$ cat src/rtl/piso_pkg.sv
// Shared types and sizing helpers for the piso_stream serialiser.
package piso_pkg;

    typedef enum logic [1:0] {
        IDLE,
        SHIFT,
        PAR
    } state_t;

    function automatic int beats_f(input int width, input int lanes);
        return width / lanes;
    endfunction

    // A single-beat word still needs a 1-bit counter.
    function automatic int cnt_w_f(input int beats);
        return (beats > 1) ? $clog2(beats) : 1;
    endfunction

endpackage

$ cat src/rtl/piso_beat_mux.sv
// Combinational selection of lane-group idx from a word, MSB- or LSB-first.
module piso_beat_mux
    import piso_pkg::*;
#(
    parameter int WIDTH     = 4,
    parameter int LANES     = 1,
    parameter int LSB_FIRST = 0,
    parameter int IW        = 2
) (
    input  logic [WIDTH-1:0] word,
    input  logic [IW-1:0]    idx,
    output logic [LANES-1:0] beat
);

    localparam int BEATS = beats_f(WIDTH, LANES);

    // Out-of-range indices yield zero.
    always_comb begin
        beat = '0;
        for (int k = 0; k < BEATS; k++) begin
            if (idx == IW'(k)) begin
                if (LSB_FIRST != 0)
                    beat = word[k*LANES +: LANES];
                else
                    beat = word[WIDTH-1-k*LANES -: LANES];
            end
        end
    end

endmodule

$ cat src/rtl/piso_stream.sv
// Parallel-in/serial-out serialiser with valid/ready on both sides.
// Optional even-parity trailer beat enabled by defining PISO_PARITY_EN.
//
// state | meaning
// IDLE  | no word held, d_ready=1
// SHIFT | emitting data beat idx (0..BEATS-1)
// PAR   | emitting parity beat (PISO_PARITY_EN only)
module piso_stream
    import piso_pkg::*;
#(
    parameter int WIDTH     = 4,
    parameter int LANES     = 1,
    parameter int LSB_FIRST = 0
) (
    input  logic             clk,
    input  logic             reset,
    input  logic [WIDTH-1:0] d_in,
    input  logic             d_valid,
    output logic             d_ready,
    output logic [LANES-1:0] d_out,
    output logic             out_valid,
    input  logic             out_ready,
    output logic             frame_start,
    output logic             frame_end,
    output logic             busy
);

    localparam int BEATS = beats_f(WIDTH, LANES);
    localparam int IW    = cnt_w_f(BEATS);
    localparam logic [IW-1:0] LAST = IW'(BEATS - 1);

    state_t           state;
    logic [WIDTH-1:0] shreg;
    logic [IW-1:0]    idx;
    logic [IW-1:0]    idx_inc;
    logic [WIDTH-1:0] sel_word;
    logic [IW-1:0]    sel_idx;
    logic [LANES-1:0] sel_beat;
    logic             accept;
    logic             advance;
    logic             last;

    assign last    = (idx == LAST);
    assign idx_inc = idx + 1'b1;
    assign accept  = d_valid && d_ready;
    assign advance = out_valid && out_ready;
    assign busy    = out_valid;

    always_comb begin
        d_ready = 1'b0;
        if (!reset) begin
`ifdef PISO_PARITY_EN
            d_ready = (state == IDLE) || (state == PAR && out_ready);
`else
            d_ready = (state == IDLE) || (state == SHIFT && last && out_ready);
`endif
        end
    end

    // One mux serves both the fresh word (beat 0) and the next beat of the held word.
    assign sel_word = accept ? d_in : shreg;
    assign sel_idx  = accept ? '0 : idx_inc;

    piso_beat_mux #(
        .WIDTH     (WIDTH),
        .LANES     (LANES),
        .LSB_FIRST (LSB_FIRST),
        .IW        (IW)
    ) u_beat_mux (
        .word (sel_word),
        .idx  (sel_idx),
        .beat (sel_beat)
    );

`ifdef PISO_PARITY_EN
    logic [LANES-1:0] par_beat;
    always_comb begin
        par_beat    = '0;
        par_beat[0] = ^shreg;
    end
`endif

    always_ff @(posedge clk) begin
        if (reset) begin
            state       <= IDLE;
            shreg       <= '0;
            idx         <= '0;
            d_out       <= '0;
            out_valid   <= 1'b0;
            frame_start <= 1'b0;
            frame_end   <= 1'b0;
        end else if (accept) begin
            state       <= SHIFT;
            shreg       <= d_in;
            idx         <= '0;
            d_out       <= sel_beat;
            out_valid   <= 1'b1;
            frame_start <= 1'b1;
`ifdef PISO_PARITY_EN
            frame_end   <= 1'b0;
`else
            frame_end   <= (BEATS == 1);
`endif
        end else if (advance) begin
            case (state)
                SHIFT: begin
                    frame_start <= 1'b0;
                    if (!last) begin
                        idx       <= idx_inc;
                        d_out     <= sel_beat;
`ifdef PISO_PARITY_EN
                        frame_end <= 1'b0;
`else
                        frame_end <= (idx_inc == LAST);
`endif
                    end else begin
`ifdef PISO_PARITY_EN
                        state     <= PAR;
                        d_out     <= par_beat;
                        frame_end <= 1'b1;
`else
                        state     <= IDLE;
                        d_out     <= '0;
                        out_valid <= 1'b0;
                        frame_end <= 1'b0;
`endif
                    end
                end
                default: begin
                    state       <= IDLE;
                    d_out       <= '0;
                    out_valid   <= 1'b0;
                    frame_start <= 1'b0;
                    frame_end   <= 1'b0;
                end
            endcase
        end
    end

endmodule

$ cat config.mk
export PLATFORM = sky130hd
export DESIGN_NAME = piso_stream
export DESIGN_NICKNAME = d
export VERILOG_FILES = /design/src/rtl/piso_pkg.sv /design/src/rtl/piso_beat_mux.sv /design/src/rtl/piso_stream.sv
export SDC_FILE = /design/constraint.sdc
export NUM_CORES = 1
export LEC_CHECK = 0
export CAP_MARGIN = 20
export CORE_MARGIN = 2
export CORE_UTILIZATION = 41
export DETAILED_ROUTE_END_ITERATION = 6
export GPL_ROUTABILITY_DRIVEN = 0
export MAX_ROUTING_LAYER = met4
export PLACE_DENSITY = 0.66
export RECOVER_POWER = 100
export SLEW_MARGIN = 15
export SYNTH_ARGS = -nofsm -noshare
export SYNTH_HDL_FRONTEND = slang
export SYNTH_HIERARCHICAL = 1
export SYNTH_SLANG_ARGS = --single-unit
$ cat constraint.sdc
create_clock -name clk -period 2.7 [get_ports clk]
set_input_delay 0.54 -clock clk [delete_from_list [all_inputs] [get_ports clk]]
set_output_delay 0.54 -clock clk [all_outputs]
set_load 0.01 [all_outputs]
## Yosys cells after proc, flatten, opt, wreduce, memory -nomap -nowiden

Index checks and enable logic that the tools add are counted.

- Flip-flop bits (word level): 12
- Logic and storage cells: 53

- Add/subtract/negate cells: 1
- Bitwise logic cells: 1
- Muxes and demuxes: 23
- Equality and inequality tests: 8
- Reductions and logical operators: 12

Operator list:

| operator | number |
|---|---|
| $mux 1 | 19 |
| $eq 2x2->1 const B | 4 |
| $mux 2 | 3 |
| $eq 2x1->1 const B | 2 |
| $logic_and 1x1->1 | 4 |
| $logic_not 2->1 | 2 |
| $mux 4 | 1 |
| $reduce_and 2->1 | 2 |
| $ne 3x3->1 const B | 1 |
| $reduce_and 3->1 | 1 |
| $add 2x1->2 const B | 1 |
| $ne 2x2->1 const B | 1 |
| $reduce_bool 2->1 | 1 |
| $reduce_or 2->1 | 1 |
| $logic_or 1x1->1 | 1 |
| $not 1->1 | 1 |

## Logic depth before layout (Yosys ltp)

Gate-level depths: netlist (run 1).

- Depth in word-level cells: 16
- Mapped depth: 9

## Cells and area by module

The synthesis (run 1) kept the hierarchy.

By module, submodules not included:

| module | times used | cells each | area each (um2) |
|---|---|---|---|
| piso_stream | 1 | 55 | 526.8 |
| piso_beat_mux | 1 | 1 | 22.5 |

## Least setup slack after synthesis (run 1)

Ideal clock, no wire load.

- Kind: register to register
- Start point: reg idx[0]
- End point: reg d_out
- Arrival: 2018 ps
- Stages on the path, launching flop included: 10
- Path buffers: 2
- Setup slack: 551 ps
- Cell sequence: dfxtp_1 ha_1 a21bo_4 and2_4 buf_6 buf_6 nor2_1 mux4_2 a32oi_1 o2bb2ai_1

- Word-level cells in the longest chain between the ends: 16
- Elaborated cells between the ends (all ways): 22
- Those cells by class: add/sub (1); eq/ne (4); mux (11); reduce/logical (6)

Ends and longest elaborated chain:

| what | line | text |
|---|---|---|
| start: declaration | piso_stream.sv:34 | `logic [IW-1:0] idx;` |
| start signal: assignment | piso_stream.sv:109 | `idx <= idx_inc;` |
| $eq 2x2->1 | piso_stream.sv:43 | `assign last = (idx == LAST);` |
| $logic_and 1x1->1 (2 in series) | piso_stream.sv:55 | `d_ready = (state == IDLE) \|\| (state == SHIFT && last && out_ready);` |
| $logic_or 1x1->1 | piso_stream.sv:55 |  |
| $mux 1 | piso_stream.sv:51 | `if (!reset) begin` |
| $logic_and 1x1->1 | piso_stream.sv:45 | `assign accept = d_valid && d_ready;` |
| $mux 2 (*) | piso_stream.sv:62 | `assign sel_idx = accept ? '0 : idx_inc;` |
| via sel_idx[0] | piso_stream.sv:37 | `logic [IW-1:0] sel_idx;` |
| $logic_not 2->1 | piso_beat_mux.sv:21 | `if (idx == IW'(k)) begin` |
| $mux 1 (3 in series) | piso_beat_mux.sv:21 |  |
| $mux 1 (*) | piso_beat_mux.sv:21 |  |
| via sel_beat | piso_stream.sv:38 | `logic [LANES-1:0] sel_beat;` |
| $mux 1 | piso_stream.sv:108 | `if (!last) begin` |
| $mux 1 | piso_stream.sv:105 | `case (state)` |
| $mux 1 | piso_stream.sv:104 | `end else if (advance) begin` |
| $mux 1 (*) | piso_stream.sv:92 | `end else if (accept) begin` |
| end signal: assignment | piso_stream.sv:96 | `d_out <= sel_beat;` |
| end signal: assignment | piso_stream.sv:110 | `d_out <= sel_beat;` |
| end: declaration | piso_stream.sv:20 | `output logic [LANES-1:0] d_out,` |

The timed path passes the listed nets; every way through them passes the cells marked *. The select of a mux whose other input is x is not followed.
A chain may end at the register's enable or synchronous reset.

## Worst setup path after layout (run 1)

- Start point: in out_ready
- End point: out d_ready

- Word-level cells in the longest chain between the ends: 3

Ends and longest elaborated chain:

| what | line | text |
|---|---|---|
| start: declaration | piso_stream.sv:22 | `input logic out_ready,` |
| $logic_and 1x1->1 | piso_stream.sv:55 |  |
| $logic_or 1x1->1 | piso_stream.sv:55 |  |
| $mux 1 | piso_stream.sv:51 |  |
| end: declaration | piso_stream.sv:19 | `output logic d_ready,` |

Every way passes these cells.

==> metrics, run 1 <==
run status=finished, final reports clean; GRT Overall Usage=between 15 and 20%; min cycle time layout=about 2.4 ns; post-cts resize count=0; largest net degree at the start of global routing=16; CP required=2.16 ns; average size of a mapped cell=9.81 µm²; DR WL/cell=12.1 µm; Max Cap Viol=0; CP top delay family=buffers and inverters; PD cells=around 500 mW/mm²; syn nets=66; most frequent cells in the layout=10 x dfxtp_1, 7 x clkdlybuf4s50_1, 6 x inv_1, 6 x nor2_1, 6 x dlygate4sd3_1; Top Ports=14; Compound-Gate Fraction of Synth Area=about a quarter; synth-to-layout area growth=21.9%; Clk Latency, worst-skew pair=0.26 ns; GRT overflow=0; die height=40.6 µm; hold depth=2; Overall Power=~330 µW; initial antenna violation count=0; commonest non-fill, non-tap cell in the layout=dfxtp_1; CTS max path bufs=2; CTS Buf Count=3; DRC viols=0; Worst Skew=around 0.0049 ns; Final Max Tran Viols=0; Vias=roughly 420; slowest cell delay on critical path=~0.6 ns; sequential fraction of the synthesis area=between 30% and 40%; Setup Total Neg Slack=0 ns; combined buffer and inverter count along the critical path=2; post-synthesis simple-gate area fraction=around 18%; Reg2Reg Depth=7; layout cells sized above 1=between 10% and 20%; CTS tree=done; RSZ-0062 raised after global routing=no; Synthesis Warnings=6; CP Class=input port to output pin; die area=0.00165 mm²; CTS root buffer=clkbuf_4; first-pass GRT wire length=around 1600 µm; Synth Area in Adders=approximately 4.6%; H-tree levels=1; Seq cells post-synth=10; Crit path depth=4; vias per cell=4.95; Initial DRT Pass Iterations=3; crit-path cells=dlygate4sd3_1 > a21boi_0 > nor2_1 > clkdlybuf4s50_1; hpwl dp=around 730 µm; Final period util=90.2%; Hold Vio Cnt, Final=0; vias in the first global route=roughly 410; Slowest-stage cell, CP=dlygate4sd3_1; CP endpoint kind=output pin; Setup Buffers After CTS=0; core area=about 0.0013 mm²; max_slew headroom=77.0%; Gate Count Post-Synth=56; total wire length=a little over 1000 µm; Hold Crit Class=flop to flop; critical path fanouts, max=4; Synth area leader=dfxtp_1; DR iter-0 viols=2; Synth top area share=a little over a third; Post-Synth XOR/XNOR Area=around 1.6%; mux contribution to synthesized area=between 5 and 6%; Clk pin slew, worst setup/hold paths=0.06 ns; Layout Nets=81; CP Launch Type=input port; Cell variety after synth=26; cts hold-fix bufs=0; Site Rows=13; largest family of logic cells by synthesized area=compound AO/OA/AOI/OAI gates; synthesized area=549 µm²; Final ANT Viol Nets=0; f_max=between 400 and 500 MHz; n_diodes=0; CTS sink cnt=10; Worst-Margin Slew=approximately 0.34 ns; Leak=between 0.0002 and 0.0003 µW; Crit path arrival time=approximately 1.9 ns; fillers=between 100 and 150; Max VDD drop=275 µV; Starting Density=a little over two fifths; die width=40.6 µm; port buffer count=13; Area contributors post-synth=dfxtp_1 36%, ha_1 4.6%, buf_6 4.1%, inv_1 4.1%, mux4_2 4.1%; final setup violation count=0
==> cell usage after synthesis <==
cell type / instances
mux2i_1: 1
dfxtp_1: 10
nor3_2: 2
a2111oi_2: 1
buf_6: 2
o31ai_4: 1
ha_1: 2
nand2_1: 1
a31o_2: 1
mux4_2: 1
xnor2_1: 1
inv_1: 6
a21bo_4: 1
and2_4: 1
a21boi_0: 1
and3b_1: 1
buf_4: 1
o21ai_1: 4
nand2b_1: 1
nand3_1: 4
and2b_1: 1
a32oi_1: 1
nor2_1: 6
clkbuf_1: 1
o2bb2ai_1: 1
o31ai_1: 3
==> sequential cells by signal, summed over array words and instances, names as in the netlist <==
register and flops:
shreg 4, idx 2, busy 1, d_out 1, frame_end 1, frame_start 1
==> cells by family (layout without fill, tap and decap cells) <==
| family | count (synthesis) | count (layout) |
|---|---|---|
| AND/OR/NAND/NOR | 17 | 17 |
| buffers and inverters | 10 | 23 |
| flip-flops | 10 | 10 |
| XOR/XNOR | 1 | 1 |
| multiplexers | 2 | 2 |
| adder cells (fa/ha/maj) | 2 | 2 |
| AO/OA/AOI/OAI | 14 | 14 |
==> routing by layer <==
layer | up-vias | GRT usage, % | routed length (µm)
met2 | 12 | 25.0 | 453
met3 | 0 | 3.33 | 58
li1 | 223 | - | -
met4 | 0 | 10.0 | 0
met1 | 181 | 19.0 | 505
met5 | - | - | 0
==> path summary, 6_finish.rpt <==
| check | start | end | slack [ns] |
|---|---|---|---|
| min reg2reg | shreg[1] | shreg[1] | 0.47 |
| min | shreg[1] | shreg[1] | 0.47 |
| max reg2reg | idx[0] | d_out | 0.63 |
| max | out_ready | d_ready | 0.26 |
==> area by class of cell <==
cell class              count  area (µm²)  share of cell area [%]
repair buffers             14         138                    20.6
well taps                  15        18.8                    2.80
clock buffers               3        22.5                    3.36
flip-flops and latches     10         200                    29.9
multi-input cells          36         268                    40.0
inverters                   6        22.5                    3.36
==> worst min-delay path, delay by kind of cell (launching register included) <==
| kind | cells | cell delay (ns) |
|---|---|---|
| flip-flops | 1 | 0.30 |
| AO/OA/AOI/OAI | 1 | 0.07 |
| buffers and inverters | 1 | 0.06 |
==> stage by stage <==
step	util (%)	setup slack, ns	std cells	area [µm²]	hold slack [ns]
6_report	52.8	0.265	84	669	0.472
5_1_grt	52.8	0.154	84	669	0.506
4_1_cts	54.7	0.340	84	694	0.472
3_5_place_dp	53.0	0.148	81	672	0.459
3_3_place_gp	53.0	0.173	81	672	0.457
2_1_floorplan	-	0.551	56	549	0.443
==> report_power, final <==
group	switching, µW	internal, µW
sequential	5.51	157
clock	49.8	51.5
combinational	31.3	37.9
Note: power is estimated with default switching activity, not from simulation.
==> inputs of run 2 (changes only) <==
--- a/config.mk
+++ b/config.mk
@@ -9,10 +9,12 @@
 export CORE_MARGIN = 2
 export CORE_UTILIZATION = 41
 export DETAILED_ROUTE_END_ITERATION = 6
+export DONT_BUFFER_PORTS = 1
 export GPL_ROUTABILITY_DRIVEN = 0
 export MAX_ROUTING_LAYER = met4
-export PLACE_DENSITY = 0.66
-export RECOVER_POWER = 100
+export PLACE_DENSITY = 0.52
+export RECOVER_POWER = 25
+export REMOVE_ABC_BUFFERS = 1
 export SLEW_MARGIN = 15
 export SYNTH_ARGS = -nofsm -noshare
 export SYNTH_HDL_FRONTEND = slang
==> run 2 against run 1 <==
  * Highest routed layer is now met4
  * Global-route usage is 2.3 points lower
  * Register-to-register slack hardly changed
  * Critical path type is now flop to flop
  * First-iteration DRC count is 50% higher
  * Clock power is 33% higher
==> metrics, run 2 (synthesized netlist as in run 1, its figures left out) <==
run status=finished, final reports clean; Clk Latency, worst-skew pair=0.26 ns (about the same); CTS max path bufs=2 (unchanged); Final period util=76.5% (-14 points); die area=0.00165 mm² (unchanged); CP Launch Type=flop; post-cts resize count=0 (unchanged); die height=40.6 µm (unchanged); DRC viols=0 (unchanged); total wire length=899 µm (-12%); Worst-Margin Slew=0.325 ns (-0.0121 ns); Setup Buffers After CTS=0 (unchanged); crit-path cells=ha_1 > a21bo_4 > and2_4 > nor2_1 > mux4_2 > a32oi_1 > o2bb2ai_1; CP top delay family=multiplexers; CP required=2.85 ns (+0.69 ns); n_diodes=0 (unchanged); Final Max Tran Viols=0 (unchanged); Hold Vio Cnt, Final=0 (unchanged); slowest cell delay on critical path=0.52 ns (-0.07 ns); critical path fanouts, max=15 (+11); Overall Power=346 µW (+3.9%); worst hold slack=0.332 ns (-0.140 ns); GRT overflow=0 (unchanged); worst hold path startpoint=reset; max FFs per register=4 (unchanged); CP Class=flop to flop; port buffer count=0 (-13); RSZ-0062 raised after global routing=no; synth-to-layout area growth=3.87%; Initial DRT Pass Iterations=3 (unchanged); combined buffer and inverter count along the critical path=0 (-2); hpwl dp=677 µm (-7.1%); Site Rows=13 (unchanged); Crit path arrival time=2.22 ns (+0.32 ns); layout cells sized above 1=21.4% (+8.4 points); Clk pin slew, worst setup/hold paths=0.07 ns (about the same); Worst Skew=0.00276 ns (-0.00209 ns); Worst Setup SP=idx[0]; die width=40.6 µm (unchanged); min cycle time layout=2.06 ns (-0.371 ns); Top Ports=14 (unchanged); DR WL/cell=12.7 µm (+4.6%); DR iter-0 viols=3 (+1); Hold Crit Class=input port to flop; CTS root buffer=clkbuf_4; H-tree levels=1 (unchanged); Leak=0.000225 µW (-19%); Setup Total Neg Slack=0 ns (unchanged); Layout Nets=67 (-17%); vias in the first global route=342 (-17%); GRT Overall Usage=13.9% (-2.3 points); largest net degree at the start of global routing=16 (unchanged); final setup violation count=0 (unchanged); PD cells=607 mW/mm² (+22%); f_max=484 MHz (+18%); Starting Density=43.3% (unchanged); Post-DP Area=534 µm² (-20%); cts hold-fix bufs=0 (unchanged); initial antenna violation count=0 (unchanged); Biggest register=shreg; top flop regs=shreg x4, idx x2; most frequent cells in the layout=10 x dfxtp_1, 6 x inv_1, 6 x nor2_1, 4 x nand3_1, 4 x o21ai_1; commonest non-fill, non-tap cell in the layout=dfxtp_1; max_slew headroom=78.3% (+1.4 points); Vias=399 (-4.1%); Max VDD drop=279 µV (+1.4%); CTS tree=done; Final ANT Viol Nets=0 (unchanged); CTS sink cnt=10 (unchanged); Slowest-stage cell, CP=mux4_2; R2R Path Start=idx[0]; Max Cap Viol=0 (unchanged); core area=0.00127 mm² (unchanged); final instance area=571 µm² (-15%); CTS Buf Count=3 (unchanged); first-pass GRT wire length=1370 µm (-17%); vias per cell=5.62 (+13%); CP endpoint kind=flop
-- run 2: per-layer routing --
metal / part of all wire, % / global-route usage, %
met5: 0 / -
met4: 0.78 / 5.00
met3: 7.9 / 9.44
met2: 44 / 21.8
met1: 47 / 13.4
-- run 2: per-stage QoR --
| stage | setup WS (ns) | util, % | instances |
|---|---|---|---|
| 2_1_floorplan | 0.744 | - | 52 |
| 3_3_place_gp | 0.660 | 42.1 | 67 |
| 3_5_place_dp | 0.644 | 42.1 | 67 |
| 4_1_cts | 0.628 | 45.0 | 71 |
| 5_1_grt | 0.554 | 45.0 | 71 |
| 6_report | 0.636 | 45.0 | 71 |
-- run 2: layout make-up --
class                      instances  area, µm²
clock buffer                       4       36.3
tap                               15       18.8
fill                             120        698
inverter                           6       22.5
sequential                        10        200
multi-input combinational         36        293
-- run 2: report_power, final --
part / total, µW / switching, µW / internal, µW
combinational: 46.8 / 23.9 / 22.9
clock: 134 / 51.8 / 81.9
sequential: 166 / 8.42 / 157
total: 346 / 84.1 / 262
-- run 2: final timing paths --
path	endpoint	slack, ns	cells past startpoint
max reg2reg	d_out	0.64	7
min	idx[1]	0.33	1
min reg2reg	shreg[3]	0.48	2
max	d_out	0.64	7
==> inputs of run 3 (changes only) <==
==> constraint.sdc (replaced) <==
create_clock -name clk -period 2 [get_ports clk]
set_input_delay 0.4 -clock clk [delete_from_list [all_inputs] [get_ports clk]]
set_output_delay 0.4 -clock clk [all_outputs]
set_load 0.01 [all_outputs]
==> run 3 against run 2 <==
  * Total power is 23% higher
  * Final area is 6.6% higher
  * Clock skew is 0.0031 ns higher
  * Cell count is 5.6% higher
  * Clock-buffer cell count is 1 lower
  * Critical path type unchanged
  * Critical endpoint unchanged
  * Highest routed layer is now met3
==> metrics, run 3 (synthesized netlist as in run 1, its figures left out) <==
Setup Total Neg Slack=0 ns (unchanged); post-layout util=47.9% (+3.0 points); Hold Path End=idx[1]; DR WL/cell=12.8 µm (+0.88%); n_diodes=0 (unchanged); Worst Skew=0.00586 ns (+0.00309 ns); top flop regs=shreg x4, idx x2; Hold Vio Cnt, Final=0 (unchanged); Final Max Tran Viols=0 (unchanged); Vias=412 (+3.3%); hold depth=1 (unchanged); Crit path arrival time=2.01 ns (-0.21 ns); synth-to-layout area growth=10.7%; Max Cap Viol=0 (unchanged); die height=40.6 µm (unchanged); hpwl dp=731 µm (+8.1%); Max VDD drop=433 µV (+55%); min cycle time layout=1.86 ns (-0.206 ns); max FFs per register=4 (unchanged); total wire length=958 µm (+6.6%); worst hold path startpoint=reset; reg-to-reg slack, setup=0.14 ns (-0.49 ns); Non-Filler Instances=75 (+5.6%); Hold Crit Class=input port to flop; Site Rows=13 (unchanged); PD cells=702 mW/mm² (+16%); vias in the first global route=357 (+4.4%); Worst R2R End=d_out; H-tree levels=1 (unchanged); layout cells sized above 1=31.7% (+10 points); die width=40.6 µm (unchanged); Biggest register=shreg; CTS Buf Count=3 (unchanged); CTS sink cnt=10 (unchanged); Clk Latency, worst-skew pair=0.26 ns (about the same); initial antenna violation count=0 (unchanged); most frequent cells in the layout=8 x dfxtp_1, 6 x inv_1, 5 x nor2_1; Top Ports=14 (unchanged); CP Launch Type=flop; CP endpoint kind=flop; first-pass GRT wire length=1440 µm (+4.5%); max_slew headroom=75.6% (-2.7 points); Starting Density=43.3% (unchanged); worst slack at placement=0.0455 ns (-0.599 ns); CTS max path bufs=2 (unchanged); core area=0.00127 mm² (unchanged); CP Class=flop to flop; final setup violation count=0 (unchanged); DR iter-0 viols=0 (-3); Setup Buffers After CTS=0 (unchanged); GRT overflow=0 (unchanged); CP required=2.15 ns (-0.70 ns); Final ANT Viol Nets=0 (unchanged); CTS tree=done; CTS root buffer=clkbuf_4; largest net degree at the start of global routing=13 (-3); GRT Overall Usage=14.6% (+0.69 points); Clk pin slew, worst setup/hold paths=0.06 ns (about the same); Reg2Reg Depth=8 (+1); Initial DRT Pass Iterations=1 (-2); run status=finished, final reports clean; die area=0.00165 mm² (unchanged); commonest non-fill, non-tap cell in the layout=dfxtp_1; Leak=0.000239 µW (+6.3%); port buffer count=0 (unchanged); DRC viols=0 (unchanged); Placed Cells=72 (+7.5%); critical path fanouts, max=6 (-9); Layout Nets=72 (+7.5%); final worst setup slack=0.142 ns (-0.494 ns); Final period util=92.9% (+16 points); f_max=538 MHz (+11%); R2R Path Start=idx[1]; Worst-Margin Slew=0.366 ns (+0.0416 ns); vias per cell=5.49 (-2.2%); RSZ-0062 raised after global routing=no
==> run 3: metal layers <==
metal | part of all wire (%) | track usage [%] | wire length (µm)
met4 | 0 | 2.50 | 0
met1 | 47 | 14.7 | 453
met5 | 0 | - | 0
met3 | 8.5 | 10.6 | 81
met2 | 44 | 23.0 | 423
==> run 3: cell type report <==
type                            count  area, µm²
Fill cell                         121        661
Multi-Input combinational cell     36        308
Sequential cell                    10        203
Timing Repair Buffer                5       33.8
Clock buffer                        3       22.5
Inverter                            6       22.5
Tap cell                           15       18.8
==> run 3: metrics by stage <==
stage	hold slack (ns)	instance area, µm²	total power [µW]
global route	0.178	608	453
finish	0.198	608	427
detailed placement	0.462	572	300
floorplan	0.446	515	282
CTS	0.192	594	435
global placement	0.454	572	298
==> run 3: how the worst max path moves through the flow <==
| stage | cells past startpoint | slack [ns] | end | start |
|---|---|---|---|---|
| CTS | 7 | 0.03 | d_out | idx[0] |
| global route | 8 | 0.03 | d_out | idx[1] |
| floorplan | 7 | 0.04 | d_out | idx[0] |
| global placement | 7 | 0.08 | d_out | idx[1] |
| detailed placement | 7 | 0.05 | d_out | idx[1] |
| finish | 8 | 0.14 | d_out | idx[1] |
==> run 3: what timing repair did <==
action / in CTS / in global routing
hold buffers: 0 / 0
gates resized for setup: 0 / 5
setup endpoints to repair: 0 / 1
==> run 3: critical path, cell delays in order (launching register included) <==
cell and delay [ns]:
dfxtp_2 0.36, ha_4 0.15, a21bo_4 0.14, and2_4 0.18, buf_4 0.14, o21ai_1 0.06, mux4_2 0.47, a32oi_1 0.16
o2bb2ai_1 0.09
==> run 3: power breakdown <==
part	internal, µW	total (µW)	switching, µW	leakage, µW
Combinational	37.3	74.1	36.8	0.000142
Sequential	213	222	8.75	0.0000831
Clock	69.2	131	61.8	0.0000138
